**src/rtl/oam_dma_ctrl.sv**
```systemverilog
// oam_dma_ctrl: sprite DMA sequencer and CPU/system bus arbiter.
// Ports: clk, rst (async, active low), cpu_* in, cpu_rdy out,
// bus_* out, bus_din in, dma_active out; dma_abort in when
// OAM_DMA_ABORT_EN is defined.
`timescale 1ns/1ps

module oam_dma_ctrl #(
  parameter logic [15:0] DMA_REG_ADDR  = 16'h4014,
  parameter logic [15:0] OAM_DATA_ADDR = 16'h2004,
  parameter int unsigned XFER_LEN      = 256
) (
  input  logic        clk,
  input  logic        rst,
  input  logic [15:0] cpu_addr,
  input  logic [7:0]  cpu_dout,
  input  logic        cpu_r_nw,
`ifdef OAM_DMA_ABORT_EN
  input  logic        dma_abort,
`endif
  output logic        cpu_rdy,
  output logic [15:0] bus_addr,
  output logic [7:0]  bus_dout,
  output logic        bus_r_nw,
  input  logic [7:0]  bus_din,
  output logic        dma_active
);

  localparam int IW = $clog2(XFER_LEN);

  typedef enum logic [2:0] {
    S_IDLE,
    S_HALT_WAIT,
    S_HALT,
    S_ALIGN,
    S_READ,
    S_WRITE
  } state_e;

  state_e        state_q, state_d, cur;
  logic [7:0]    page_q, page_d;
  logic [IW-1:0] idx_q, idx_d;
  logic [7:0]    data_q, data_d;
  logic          parity_q, parity_d;
  logic          cpu_rdy_q, cpu_rdy_d;
  logic          act_q, act_d;
  logic          trig;
  logic          last;
  logic          abort;

`ifdef OAM_DMA_ABORT_EN
  assign abort = dma_abort;
`else
  assign abort = 1'b0;
`endif

  assign trig = !cpu_r_nw && (cpu_addr == DMA_REG_ADDR);
  assign last = (idx_q == IW'(XFER_LEN - 1));

  always_comb begin
    // The CPU's first read while waiting is the halt cycle
    // itself, so it is decoded as HALT in that same cycle.
    cur = state_q;
    if (state_q == S_HALT_WAIT && cpu_r_nw)
      cur = S_HALT;
    state_d  = state_q;
    page_d   = page_q;
    idx_d    = idx_q;
    data_d   = data_q;
    parity_d = ~parity_q;
    unique case (cur)
      S_IDLE: begin
        if (trig) begin
          state_d = S_HALT_WAIT;
          page_d  = cpu_dout;
          idx_d   = '0;
        end
      end
      S_HALT_WAIT: begin
        if (abort)
          state_d = S_IDLE;
        else if (trig)
          page_d = cpu_dout;
      end
      S_HALT: begin
        if (abort)
          state_d = S_IDLE;
        else if (parity_d)
          state_d = S_ALIGN;
        else
          state_d = S_READ;
      end
      S_ALIGN: begin
        state_d = abort ? S_IDLE : S_READ;
      end
      S_READ: begin
        if (abort) begin
          state_d = S_IDLE;
        end else begin
          data_d  = bus_din;
          state_d = S_WRITE;
        end
      end
      S_WRITE: begin
        idx_d   = idx_q + 1'b1;
        state_d = (abort || last) ? S_IDLE : S_READ;
      end
      default: state_d = S_IDLE;
    endcase
    cpu_rdy_d = (state_d == S_IDLE);
    act_d     = (state_d == S_ALIGN) ||
                (state_d == S_READ)  ||
                (state_d == S_WRITE);
  end

  always_ff @(posedge clk or negedge rst) begin
    if (!rst) begin
      state_q   <= S_IDLE;
      page_q    <= '0;
      idx_q     <= '0;
      data_q    <= '0;
      parity_q  <= 1'b0;
      cpu_rdy_q <= 1'b1;
      act_q     <= 1'b0;
    end else begin
      state_q   <= state_d;
      page_q    <= page_d;
      idx_q     <= idx_d;
      data_q    <= data_d;
      parity_q  <= parity_d;
      cpu_rdy_q <= cpu_rdy_d;
      act_q     <= act_d;
    end
  end

  always_comb begin
    bus_addr = cpu_addr;
    bus_dout = cpu_dout;
    bus_r_nw = cpu_r_nw;
    unique case (state_q)
      S_ALIGN: begin
        bus_r_nw = 1'b1;
      end
      S_READ: begin
        bus_addr = {page_q, 8'h00} | 16'(idx_q);
        bus_r_nw = 1'b1;
      end
      S_WRITE: begin
        bus_addr = OAM_DATA_ADDR;
        bus_dout = data_q;
        bus_r_nw = 1'b0;
      end
      default: ;
    endcase
  end

  assign cpu_rdy    = cpu_rdy_q;
  assign dma_active = act_q;

endmodule
```
**config.mk**
```make
export PLATFORM = sky130hd
export DESIGN_NAME = oam_dma_ctrl
export DESIGN_NICKNAME = d
export VERILOG_FILES = /design/src/rtl/oam_dma_ctrl.sv
export SDC_FILE = /design/constraint.sdc
export NUM_CORES = 1
export LEC_CHECK = 0
export ABC_AREA = 1
export CAP_MARGIN = 20
export CORE_MARGIN = 2
export CORE_UTILIZATION = 45
export DETAILED_ROUTE_END_ITERATION = 6
export PLACE_DENSITY = 0.84
export SETUP_SLACK_MARGIN = 0.5
export SYNTH_ARGS = -nofsm -noshare
export SYNTH_HDL_FRONTEND = slang
export SYNTH_SLANG_ARGS = --single-unit
```
**constraint.sdc**
```tcl
create_clock -name clk -period 1.55 [get_ports clk]
set_input_delay 0.31 -clock clk [delete_from_list [all_inputs] [get_ports clk]]
set_output_delay 0.31 -clock clk [all_outputs]
set_load 0.03 [all_outputs]
```
==> results of run 1 <==
sequential cells by signal (all words and copies together), names as in the netlist:
register    count
dma_active      1
parity_q        1
data_q          8
idx_q           8
state_q         3
page_q          8
cpu_rdy         1
synth_stat cells, drive strengths merged:
master    n  share of area
o22ai     3          0.010
nand3b    1         0.0042
buf       5          0.022
clkinv    2         0.0048
nor2     30          0.069
nand2   106           0.23
dfstp     1          0.015
ha        1         0.0069
a22o      5          0.024
and2      1         0.0035
o21ai     9          0.027
dfrtp    29           0.40
nand3    22          0.067
inv      23          0.048
nand4    12          0.050
o22a      1         0.0049
a21oi     3         0.0083
layout make-up:
type,count,area share
clock buffers,7,0.0237
flip-flops and latches,30,0.208
repair inverters,2,0.00344
inverters,25,0.0333
clock inverters,1,0.00138
multi-input cells,194,0.410
repair buffers,112,0.304
well taps,50,0.0172
worst max-delay path, stage by stage, from the launching register on:
cell     delay (ns)
dfrtp_1        0.37
inv_2          0.06
nor2_4         0.17
buf_6          0.15
nand2_8        0.07
buf_12         0.16
nand2_4        0.07
nand2_4        0.05
buf_6          0.13
path summary, 6_finish.rpt:
check,from,endpoint,slack [ns],depth (start not counted)
setup / recovery,state_q[2]$_DFF_PN0_,bus_dout[1],-0.29,8
hold / removal,rst,idx_q[5]$_DFFE_PN0P_,0.39,2
setup reg to reg,state_q[2]$_DFF_PN0_,data_q[3]$_DFFE_PN0N_,-0.07,10
hold reg to reg,page_q[2]$_DFFE_PN0P_,page_q[2]$_DFFE_PN0P_,0.54,2
max in group asynchronous,rst,cpu_rdy$_DFF_PN1_,0.92,2
min in group clk,page_q[2]$_DFFE_PN0P_,page_q[2]$_DFFE_PN0P_,0.54,2
per-layer routing:
metal | GRT usage | part of all wire | up-vias
met2 | 0.593 | 0.48 | 198
met3 | 0.0933 | 0.072 | 67
met5 | 0 | 0 | -
met4 | 0.202 | 0.067 | 0
li1 | - | - | 1053
met1 | 0.395 | 0.38 | 1254
per-stage QoR:
| stage | cell area [µm²] | std cells | power [mW] | worst slack [ns] | TNS (ns) |
|---|---|---|---|---|---|
| after detailed placement | 2800 | 386 | 4.10 | -0.169 | -2.49 |
| after global placement | 2800 | 386 | 4.02 | -0.134 | -2.00 |
| final | 3640 | 421 | 6.65 | -0.286 | -6.55 |
| after floorplan | 2030 | 254 | 3.11 | -0.0533 | -0.507 |
| after CTS | 3380 | 411 | 5.78 | -0.255 | -5.09 |
| after global routing | 3640 | 421 | 6.84 | -0.326 | -8.05 |
timing repair:
action,4_1_cts,5_1_grt
gates cloned,2,0
buffers inserted,15,10
pin swaps,32,11
gates resized for setup,136,46
setup endpoints to repair,56,56
hold buffers,0,0
power breakdown:
| group | switching [mW] | internal, mW | total [mW] | leakage (nW) |
|---|---|---|---|---|
| clock | 0.323 | 0.358 | 0.681 | 0.0482 |
| combinational | 2.66 | 2.05 | 4.71 | 1.38 |
| sequential | 0.254 | 1.00 | 1.26 | 0.384 |
| total | 3.24 | 3.41 | 6.65 | 1.81 |
kinds of logic after synthesis:
kind of cell	count (synthesis)	synth area share
fa+ha+maj	1	0.00693
simple gates	172	0.426
flops	30	0.417
buf+inv	30	0.0749
compound gates	21	0.0749
==> results.md, run 1 <==
- Total grt overflow: 0
- HPWL Detailed: 4.03 mm
- Data arrival time of the worst path: 1.53 ns
- Ports: 62
- Register area share after synthesis: 0.417
- Warnings, synthesis: 0
- Remaining antenna violation count: 0
- Number of global-route vias before repair: 2420
- CTS tree: done
- # rows: 23
- Worst slew margin: 0.795
- Clock Sinks: 30
- Status: complete, but fails checks
- Mapped Area: 0.00180 mm²
- Mapped Avg Cell Area: 7.10 µm²
- Synthesized flop and latch total: 30
- H-Tree Depth: 2
- Most common cell after layout, fill and taps aside: nand2_1
- CTS max path bufs: 2
- Starting DRT DRC Count: 258
- Worst-Margin Slew: 0.307 ns
- CP Max Fanout: 8
- Hold WC Path Type: in2async
- Failing checks: setup timing
- Vias per inst: 6.11
- PortBufs: 61
- Register area: 756 µm²
- Initial core utilization: 0.458
- WL final: 9.53 mm
- Final setup fails: 33
- Pin count of the biggest net entering global routing: 31
- Core area: 0.00394 mm²
- P per Cell Area: 1830 mW/mm²
- Routed length per instance: 22.6 µm
- Share of layout cells above drive strength 1: 0.542
- Via Count: 2572
- Syn_nets: 290
- Worst-Skew Late Latency: 0.30 ns
- Fraction of the cycle the final worst path needs: 1.18
- Fin util: 0.923
- Die width: 67.3 µm
- Multi-input gate area: 0.00149 mm²
- Unrepaired setup endpoints after global routing: yes
- Total CTS buffers: 5
- Leak: 1.81 nW
- Worst Path Required: 1.24 ns
- # DRC: 0
- Hold Slack: 0.388 ns
- All-layer global routing usage: 0.349
- Max_cap viols: 0
- Crit start category: flop
- Layout area overhead: 102%
- Fill cell count: 146
- Worst VDD drop: 1410 µV
- First-pass GRT wire length: 11.5 mm
- Clk_skew: 0.00582 ns
- Drt pass-1 iters: 5
- Minimum clock period: 1.84 ns
- Die area: 0.00453 mm²
- Clock slew at reported path FFs: 0.07 ns
- Final nets: 406
- Antenna violations before repair: 0
- Hold Fails Final Rpt: 0
- Chip Height: 67.3 µm
- Critical path class: reg2out
- Max Fclk: 0.545 GHz
- Most frequent cells in the layout: 53 x nand2_1, 36 x buf_6, 36 x buf_4
- Post-synth cell types: 28
- Syn Inst Count: 254
- Worst setup margin: -0.286 ns
- N_diodes: 0
- Final Max Tran Viols: 0
- Final GP Congestion: 0.852
- Clock Tree Root: clkbuf_8
- Crit end category: primary output
No activity file was read; power rests on OpenSTA's default activity.
==> inputs of run 2 (changes only) <==
Settings changed: CORE_MARGIN 2 to default.
==> run 2 against run 1 <==
Against the previous run: the run still ends with setup timing left; first-iteration DRC count grew 23%; final cell count shrank 3.3%; die area shrank 5.9%; largest power group unchanged; highest routed layer unchanged.
==> results.md, run 2 (synthesized netlist as in run 1, its figures left out) <==
- Share of layout cells above drive strength 1: 0.468
- Antenna violations before repair: 0
- WL final: 8.50 mm
- Ports: 62
- Clock Tree Root: clkbuf_8
- Worst setup margin: -0.297 ns
- Total grt overflow: 0
- Vias per inst: 6.11
- Routed length per instance: 20.9 µm
- First-pass GRT wire length: 10.8 mm
- Chip Height: 65.3 µm
- Sw frac: 0.489
- CP peak stage delay: 0.40 ns
- Hold Slack: 0.374 ns
- Clock Sinks: 30
- CP Cell Sequence: nor2_4 > buf_12 > nand2_8 > buf_6 > o21ai_4 > buf_6
- Sequential power share: 0.202
- Most common cell after layout, fill and taps aside: nand2_1
- Failing checks: setup timing
- Critical path class: reg2out
- Hold Fails Final Rpt: 0
- Max Fclk: 0.541 GHz
- Net Sw Power: 2.97 mW
- R2R depth: 7
- PortBufs: 61
- Comb pwr share: 0.699
- Minimum clock period: 1.85 ns
- Starting DRT DRC Count: 317
- Fill cell count: 149
- Drt pass-1 iters: 6
- Worst VDD drop: 1380 µV
- Clock share of power: 0.099
- Initial core utilization: 0.482
- Total CTS buffers: 5
- HPWL Detailed: 4.15 mm
- Fin cells: 407
- P per Cell Area: 1790 mW/mm²
- Largest registers: data_q x8, idx_q x8, page_q x8
- Worst-Margin Slew: 0.257 ns
- Status: complete, but fails checks
- CTS tree: done
- Number of global-route vias before repair: 2324
- CTS max path bufs: 2
- Worst Path Required: 1.24 ns
- Worst path slowest cell: dfrtp_1
- # DRC: 0
- Pin count of the biggest net entering global routing: 31
- Worst slew margin: 0.828
- Pint: 3.10 mW
- Hold WC Path Type: in2async
- Clock slew at reported path FFs: 0.06 ns
- Cell repeated most along the worst path: buf_6
- Placed cell count: 384
- Remaining antenna violation count: 0
- Layout area overhead: 87.5%
- CTS Hold Buffers Added: 0
- Die width: 65.3 µm
- Clk_skew: 0.00512 ns
- Final nets: 395
- Most frequent cells in the layout: 61 x nand2_1, 32 x buf_6, 29 x buf_4
- Via Count: 2488
- Final setup fails: 26
- All-layer global routing usage: 0.343
- N_diodes: 0
- Max_cap viols: 0
- Die area: 0.00427 mm²
- Final Max Tran Viols: 0
- H-Tree Depth: 2
- Final GP Congestion: 0.849
- Fraction of the cycle the final worst path needs: 1.19
- Data arrival time of the worst path: 1.54 ns
- Worst-Skew Late Latency: 0.29 ns
- Core area: 0.00374 mm²
- Unrepaired setup endpoints after global routing: yes
- CP Max Fanout: 7
- Crit start category: flop
- Crit end category: primary output
- # rows: 22
- Leak: 1.72 nW
==> run 2: path summary, 6_finish.rpt <==
check                                           start               endpoint  slack, ns
worst max-delay path             state_q[1]$_DFF_PN0_            bus_addr[5]      -0.30
worst min-delay path                              rst   idx_q[3]$_DFFE_PN0P_       0.37
worst max register to register   idx_q[1]$_DFFE_PN0P_   idx_q[6]$_DFFE_PN0P_      -0.05
min in group clk                page_q[1]$_DFFE_PN0P_  page_q[1]$_DFFE_PN0P_       0.52
max in group asynchronous                         rst      cpu_rdy$_DFF_PN1_       0.93
worst min register to register  page_q[1]$_DFFE_PN0P_  page_q[1]$_DFFE_PN0P_       0.52
==> run 2: critical path, delay by kind of cell, from the launching register on <==
family | cells | cell delay, ns
buf+inv | 3 | 0.46
compound gates | 1 | 0.14
simple gates | 2 | 0.23
flops | 1 | 0.40
==> run 2: final cells by class <==
class	instances	area [µm²]	share of cell area
clock buffers	7	76.3	0.0226
inverters	25	119	0.0351
repair buffers	101	1010	0.300
well taps	48	60.1	0.0178
repair inverters	2	15.0	0.00444
multi-input cells	194	1350	0.398
flip-flops and latches	30	753	0.223
==> run 2: routing by layer <==
layer,global-route usage,share of wire,vias to the layer above
met5,0,0,-
met4,0.163,0.066,0
met3,0.0868,0.11,73
met2,0.579,0.47,220
met1,0.406,0.35,1157
li1,-,-,1038
==> run 2: through the flow <==
step / TNS (ns) / worst slack, ns / utilization / cell area [µm²] / power [mW]
6_report: -6.59 / -0.297 / 0.904 / 3380 / 6.07
5_1_grt: -7.71 / -0.341 / 0.904 / 3380 / 6.31
4_1_cts: -6.11 / -0.269 / 0.848 / 3170 / 5.41
3_5_place_dp: -2.97 / -0.186 / 0.750 / 2810 / 4.13
3_3_place_gp: -2.08 / -0.119 / 0.750 / 2810 / 4.04
2_1_floorplan: -0.507 / -0.0533 / - / 2030 / 3.11
==> run 2: repair_timing <==
item / CTS / global route
gates resized for setup: 93 / 41
cloned: 2 / 0
endpoints found under the setup margin: 56 / 56
buffers inserted: 8 / 6
hold endpoints to repair: 0 / 0
pin swaps: 19 / 12
==> run 2: power by group through the flow <==
stage | clock network [mW] | logic, mW | registers (mW)
after floorplan | 0 | 1.89 | 1.22
after global placement | 0 | 2.87 | 1.17
after detailed placement | 0 | 2.95 | 1.18
after CTS | 0.592 | 3.62 | 1.19
after global routing | 0.642 | 4.42 | 1.24
final | 0.599 | 4.24 | 1.23
